[config.mk]
export PLATFORM = sky130hd
export DESIGN_NAME = multdiv_issue_ctrl
export DESIGN_NICKNAME = d
export VERILOG_FILES = /design/src/rtl/multdiv_pkg.sv /design/src/rtl/multdiv_watchdog.sv /design/src/rtl/multdiv_issue_ctrl.sv
export SDC_FILE = /design/constraint.sdc
export NUM_CORES = 1
export LEC_CHECK = 0
export BUFFER_PORTS_ARGS = -buffer_cell sky130_fd_sc_hd__buf_2
export CAP_MARGIN = 0
export CELL_PAD_IN_SITES_DETAIL_PLACEMENT = 0
export CELL_PAD_IN_SITES_GLOBAL_PLACEMENT = 1
export CORE_ASPECT_RATIO = 1.5
export CORE_UTILIZATION = 32
export DETAILED_ROUTE_END_ITERATION = 8
export GPL_TIMING_DRIVEN = 0
export HOLD_SLACK_MARGIN = 0.12
export MAX_ROUTING_LAYER = met4
export PLACE_DENSITY_LB_ADDON = 0.1
export SYNTH_ARGS = -nofsm -noshare
export SYNTH_HDL_FRONTEND = slang
export SYNTH_SLANG_ARGS = --single-unit
[constraint.sdc]
create_clock -name clock -period 1.7 [get_ports clock]
set_input_delay 0.085 -clock clock [delete_from_list [all_inputs] [get_ports clock]]
set_output_delay 0.085 -clock clock [all_outputs]
set_load 0.02 [all_outputs]
[src/rtl/multdiv_pkg.sv]
// Shared types and constants for the multiply/divide issue controller and its watchdog.
package multdiv_pkg;

   typedef enum logic [1:0] {
      ST_IDLE = 2'd0,
      ST_BUSY = 2'd1,
      ST_DONE = 2'd2
   } md_state_t;

   typedef enum logic {
      KIND_MUL = 1'b0,
      KIND_DIV = 1'b1
   } md_kind_t;

   localparam logic [4:0]  OP_RTYPE        = 5'b00000;
   localparam logic [4:0]  ALU_MUL         = 5'b00110;
   localparam logic [4:0]  ALU_DIV         = 5'b00111;
   localparam logic [4:0]  RSTATUS_REG     = 5'd30;
   localparam logic [31:0] RSTATUS_MUL_EXC = 32'd4;
   localparam logic [31:0] RSTATUS_DIV_EXC = 32'd5;

   typedef struct packed {
      logic        valid;
      logic [4:0]  rd;
      logic [31:0] data;
      logic        exception;
   } wb_beat_t;

   function automatic wb_beat_t data_beat(input logic [4:0] rd, input logic [31:0] data);
      return '{valid: 1'b1, rd: rd, data: data, exception: 1'b0};
   endfunction

   // Overflow, divide-by-zero and watchdog expiry all report through rstatus.
   function automatic wb_beat_t exc_beat(input md_kind_t kind);
      return '{valid:     1'b1,
               rd:        RSTATUS_REG,
               data:      (kind == KIND_DIV) ? RSTATUS_DIV_EXC : RSTATUS_MUL_EXC,
               exception: 1'b1};
   endfunction

endpackage

[src/rtl/multdiv_watchdog.sv]
// Saturating BUSY-cycle counter with a registered flag raised while count == TIMEOUT_CYCLES-1.
module multdiv_watchdog
   import multdiv_pkg::*;
#(
   parameter int TIMEOUT_CYCLES = 40,
   parameter int CNT_W          = 6
) (
   input  logic clock,
   input  logic reset,
   input  logic clear,
   input  logic enable,
   output logic timeout
);

   localparam logic [CNT_W-1:0] LIMIT = CNT_W'(TIMEOUT_CYCLES - 1);

   logic [CNT_W-1:0] count;
   logic [CNT_W-1:0] count_nxt;

   assign count_nxt = (count == '1) ? count : count + CNT_W'(1);

   // The flag compares against the next count so it is high in the same cycle the count sits at LIMIT.
   always_ff @(posedge clock or negedge reset) begin
      if (!reset) begin
         count   <= '0;
         timeout <= 1'b0;
      end else if (clear) begin
         count   <= '0;
         timeout <= 1'b0;
      end else if (enable) begin
         // NOTE: state registers use non-blocking assignments so every flop samples pre-edge values.
         count   <= count_nxt;
         timeout <= (count_nxt == LIMIT);
      end
   end

endmodule

[src/rtl/multdiv_issue_ctrl.sv]
// Issue/stall/writeback sequencer for the shared iterative multiply/divide unit.
// Optional trivial-operand fast path enabled by defining MULTDIV_FASTPATH_EN.
module multdiv_issue_ctrl
   import multdiv_pkg::*;
#(
   parameter int TIMEOUT_CYCLES = 40,
   parameter int CNT_W          = 6
) (
   input  logic        clock,
   input  logic        reset,
   input  logic        ex_valid,
   input  logic [4:0]  ex_opcode,
   input  logic [4:0]  ex_alu_op,
   input  logic [4:0]  ex_rd,
   input  logic [31:0] ex_operandA,
   input  logic [31:0] ex_operandB,
   input  logic        flush,
   input  logic        md_ready,
   input  logic        md_exception,
   input  logic [31:0] md_result,
   output logic        md_ctrl_mult,
   output logic        md_ctrl_div,
   output logic [31:0] md_operandA,
   output logic [31:0] md_operandB,
   output logic        stall,
   output logic        busy,
   output logic        wb_valid,
   output logic [4:0]  wb_rd,
   output logic [31:0] wb_data,
   output logic        wb_exception
);

   md_state_t  state;
   md_kind_t   kind_q;
   logic [4:0] rd_q;
   wb_beat_t   wb_q;

   logic is_mul;
   logic is_div;
   logic req;
   logic accept;
   logic wd_clear;
   logic wd_enable;
   logic timeout;

   assign is_mul = (ex_alu_op == ALU_MUL);
   assign is_div = (ex_alu_op == ALU_DIV);
   assign req    = ex_valid & (ex_opcode == OP_RTYPE) & (is_mul | is_div);

   // Requests are only taken in IDLE; in DONE, X still holds the completing instruction.
   assign accept = (state == ST_IDLE) & req & ~flush;

   assign stall        = accept | (state == ST_BUSY);
   assign busy         = (state != ST_IDLE);
   assign wb_valid     = wb_q.valid & ~flush;
   assign wb_rd        = wb_q.rd;
   assign wb_data      = wb_q.data;
   assign wb_exception = wb_q.exception;

`ifdef MULTDIV_FASTPATH_EN
   logic        fast_hit;
   logic [31:0] fast_data;

   // Divide by zero never matches here, so it always reaches the unit.
   always_comb begin
      fast_hit  = 1'b0;
      fast_data = '0;
      if (is_mul) begin
         fast_hit  = (ex_operandA == '0) | (ex_operandB == '0);
         fast_data = '0;
      end else if (is_div) begin
         fast_hit  = (ex_operandB == 32'd1);
         fast_data = ex_operandA;
      end
   end
`endif

   assign wd_enable = (state == ST_BUSY);
   assign wd_clear  = (state != ST_BUSY) | flush;

   multdiv_watchdog #(
      .TIMEOUT_CYCLES (TIMEOUT_CYCLES),
      .CNT_W          (CNT_W)
   ) u_watchdog (
      .clock   (clock),
      .reset   (reset),
      .clear   (wd_clear),
      .enable  (wd_enable),
      .timeout (timeout)
   );

   always_ff @(posedge clock or negedge reset) begin
      if (!reset) begin
         state        <= ST_IDLE;
         kind_q       <= KIND_MUL;
         rd_q         <= '0;
         md_operandA  <= '0;
         md_operandB  <= '0;
         md_ctrl_mult <= 1'b0;
         md_ctrl_div  <= 1'b0;
         wb_q         <= '0;
      end else begin
         // NOTE: pulse outputs default low each cycle so they can only be high for one cycle.
         md_ctrl_mult <= 1'b0;
         md_ctrl_div  <= 1'b0;
         wb_q.valid   <= 1'b0;

         case (state)
            ST_IDLE: begin
               if (accept) begin
`ifdef MULTDIV_FASTPATH_EN
                  if (fast_hit) begin
                     state <= ST_DONE;
                     wb_q  <= data_beat(ex_rd, fast_data);
                  end else
`endif
                  begin
                     state        <= ST_BUSY;
                     kind_q       <= is_div ? KIND_DIV : KIND_MUL;
                     rd_q         <= ex_rd;
                     md_operandA  <= ex_operandA;
                     md_operandB  <= ex_operandB;
                     md_ctrl_mult <= is_mul;
                     md_ctrl_div  <= is_div;
                  end
               end
            end

            ST_BUSY: begin
               if (flush) begin
                  state <= ST_IDLE;
               end else if (md_ready) begin
                  state <= ST_DONE;
                  wb_q  <= md_exception ? exc_beat(kind_q) : data_beat(rd_q, md_result);
               end else if (timeout) begin
                  state <= ST_DONE;
                  wb_q  <= exc_beat(kind_q);
               end
            end

            ST_DONE: state <= ST_IDLE;

            default: state <= ST_IDLE;
         endcase
      end
   end

endmodule

==> metrics.txt <==
failing checks=negative setup slack; Synth async-reset ratio=1.000; FP Rows=54; critical path capture point type=flop; TritonCTS clock tree=yes; final slew viol count=0; WL/cell=14.78 microns; critical-path maximum fanout=10; Fmax=~580 MHz; CTS buffer count=17; Die X-Extent=102.3 microns; Final Hold Fails=0; via count=between 4,000 and 5,000; sequential fraction of the synthesis area=0.6219; largest net degree at the start of global routing=75; drc violations=0; Hold Slack=0.1924 ns; cells taking the most area after synthesis=dfrtp_1 (62%), mux2_2 (17%), buf_4 (5.8%); Yosys top cell area share=0.6219; final setup margin=-0.02175 ns; CP cell instances=nor4b_2 -> and4_4 -> buf_4 -> buf_8 -> mux2_2; RSZ-0062 raised after global routing=true; Pwr per Cell Area=about 880 nW/um^2; TritonRoute pass-1 iters=4; first-pass GRT wire length=between 20,000 and 25,000 microns; status=finished with violations; Syn. warnings=0; Initial Util=0.3293; Avg Cell Area, Syn=14.37 sq um; clk_skew=roughly 0.012 ns; Psw=~1.4 mW; Worst-path clk slew=0.05 ns; Final Power=7.320 mW; Area Overhead vs Synth=72.79%; Total GRT Usage=0.1855; placed cell count=around 760; Antenna Nets Post-Route=0; IO Port Bufs=223; Startpoint Class=flop; I/O pin count=around 220; WP data arrival=2.00 ns; worst stage delay on the critical path=about 0.4 ns; Distinct cells, synth=36; Yosys reg bits=120; clock sink count=120; Comb power frac=0.070; dominant cell type by area after synthesis=dfrtp_1; Longest Clk Path Bufs=2; internal power=5.879 mW; H-tree depth=4; peak supply drop=0.0005157 V; Sequential Power Share=0.396; Worst Max-Slew Pin Slew=0.4672 ns; antenna violations before repair=0; gr ovfl total=0; final worst-path cycle share=1.013; dominant synthesized flop cell=dfrtp_1; Leak Pwr=4.550 nW; Post-Syn Area=4828 sq um; Max transition margin=0.6885; placed wire-length estimate=roughly 9100 microns; Clk pwr share=0.534; Post-synth EDFFs=0; worst hold path class=in -> async; CTS root buf=clkbuf_16; Inserted Diodes=0; Routability Congestion=0.7414; DP Worst Slack=-0.5237 ns; Net Sw Frac=0.1968; Routed WL=around 13,000 microns; CP Class=reg -> reg; crit path buf inv count=2; Tmin final=1.722 ns; core area=about 15,000 sq um; Top delay family on crit path=simple AND/OR/NAND/NOR gates; max cap viols=0; count leader, synth=dfrtp_1; slowest library cell on the worst path=dfrtp_1; drt initial violations=approximately 90; vias in the first global route=~4,300; Mapped Nets=about 450; most instantiated cells after synthesis=dfrtp_1 (120), mux2_2 (71), buf_4 (37), a22o_1 (31), buf_2 (14); Via density=4.439; share of layout cells above drive strength 1=0.5612; data required time of the critical path=1.98 ns; die area=15,590 sq um; Setup Viol. Count Final=50; clock latency on the worst-skew pair=0.41 ns; Syn Inst Count=roughly 340; final non-filler cell total=907; Die Y=152.4 microns; Final Util=0.5690; Nets=between 800 and 900
==> cell type report <==
type | count | area [sq um]
fill | 1269 | 6319
sequential | 120 | 3003
timing repair buffer | 348 | 2436
multi-input combinational | 157 | 1544
clock buffer | 24 | 511.7
buffer | 50 | 445.4
tap | 196 | 245.2
clock inverter | 7 | 137.6
inverter | 5 | 20.02
==> layer usage <==
metal | routed length [microns] | global-route usage | up-vias
met5 | 0 | - | -
met3 | 707 | 0.04495 | 16
met1 | 5260 | 0.2017 | 1971
li1 | - | - | 1896
met4 | 204 | 0.06122 | 0
met2 | 7231 | 0.3244 | 143
==> flip-flops by register name, summed over array words and instances (netlist names), 2 cells and up <==
register	cells
md_operandB	32
u_watchdog.count	6
state	2
md_operandA	32
rd_q	5
wb_data	32
wb_rd	5
==> cells by family after synthesis <==
logic type / Yosys count / synth area share
AO/OA/AOI/OAI: 45 / 0.07644
XOR/XNOR: 2 / 0.003629
adder cells (fa/ha/maj): 1 / 0.002591
buffers and inverters: 59 / 0.07981
flip-flops: 120 / 0.6219
multiplexers: 73 / 0.1697
AND/OR/NAND/NOR: 36 / 0.04587
==> worst paths after layout <==
| check | start | to | slack, ns | cells after the start |
|---|---|---|---|---|
| min reg2reg | wb_exception$_DFFE_PN0P_ | wb_exception$_DFFE_PN0P_ | 0.50 | 1 |
| max in group asynchronous | reset | md_operandB[0]$_DFFE_PN0P_ | 0.77 | 3 |
| max | state[1]$_DFFE_PN0P_ | md_operandA[2]$_DFFE_PN0P_ | -0.02 | 5 |
| min in group clock | flush | state[0]$_DFFE_PN0P_ | 0.24 | 5 |
| min | reset | wb_data[27]$_DFFE_PN0P_ | 0.19 | 2 |
| max reg2reg | state[1]$_DFFE_PN0P_ | md_operandA[2]$_DFFE_PN0P_ | -0.02 | 5 |
==> power groups by stage <==
stage	Combinational [mW]	Sequential [mW]	Clock, mW
finish	0.510	2.90	3.91
global route	0.558	2.90	4.13
CTS	0.515	2.90	4.01
detailed placement	0.311	2.95	0
global placement	0.296	2.95	0
floorplan	0.0450	2.98	0
==> metrics by stage <==
step | setup TNS, ns | cell area, sq um
after floorplan | 0 | 4830
after global placement | -163.37 | 6191
after detailed placement | -37.21 | 6225
after CTS | -1.567 | 8227
after global routing | -5.578 | 8343
final | -0.4522 | 8343
==> layout by cell type (no fill, tap or decap), types with 2 or more instances in the layout <==
cell,netlist,routed
mux2_4,0,20
nor2_1,5,5
clkinv_2,0,3
buf_6,1,5
nor2b_1,2,2
buf_4,37,52
bufinv_16,0,4
buf_8,0,5
dlygate4sd3_1,0,107
mux2i_1,2,2
mux2_2,71,51
nor4_1,3,2
nand2_1,2,2
dfrtp_1,120,120
a21oi_1,3,3
clkbuf_8,0,6
clkbuf_16,0,19
buf_2,14,221
nand3_1,3,3
nand4_1,3,3
and3_1,2,2
o21a_1,2,2
a22o_1,31,31
nor3b_1,2,2
or3b_4,0,2
nor3_1,5,5
o22a_1,5,5
buf_12,0,3
inv_1,4,4
==> what timing repair did <==
item	4_1_cts	5_1_grt
resized for setup	47	20
setup buffers	10	3
pin swaps	10	1
setup endpoints to repair	107	91
hold endpoints to repair	225	0
hold buffers	108	0
gates cloned	1	2
No activity file was read; power rests on OpenSTA's default activity.
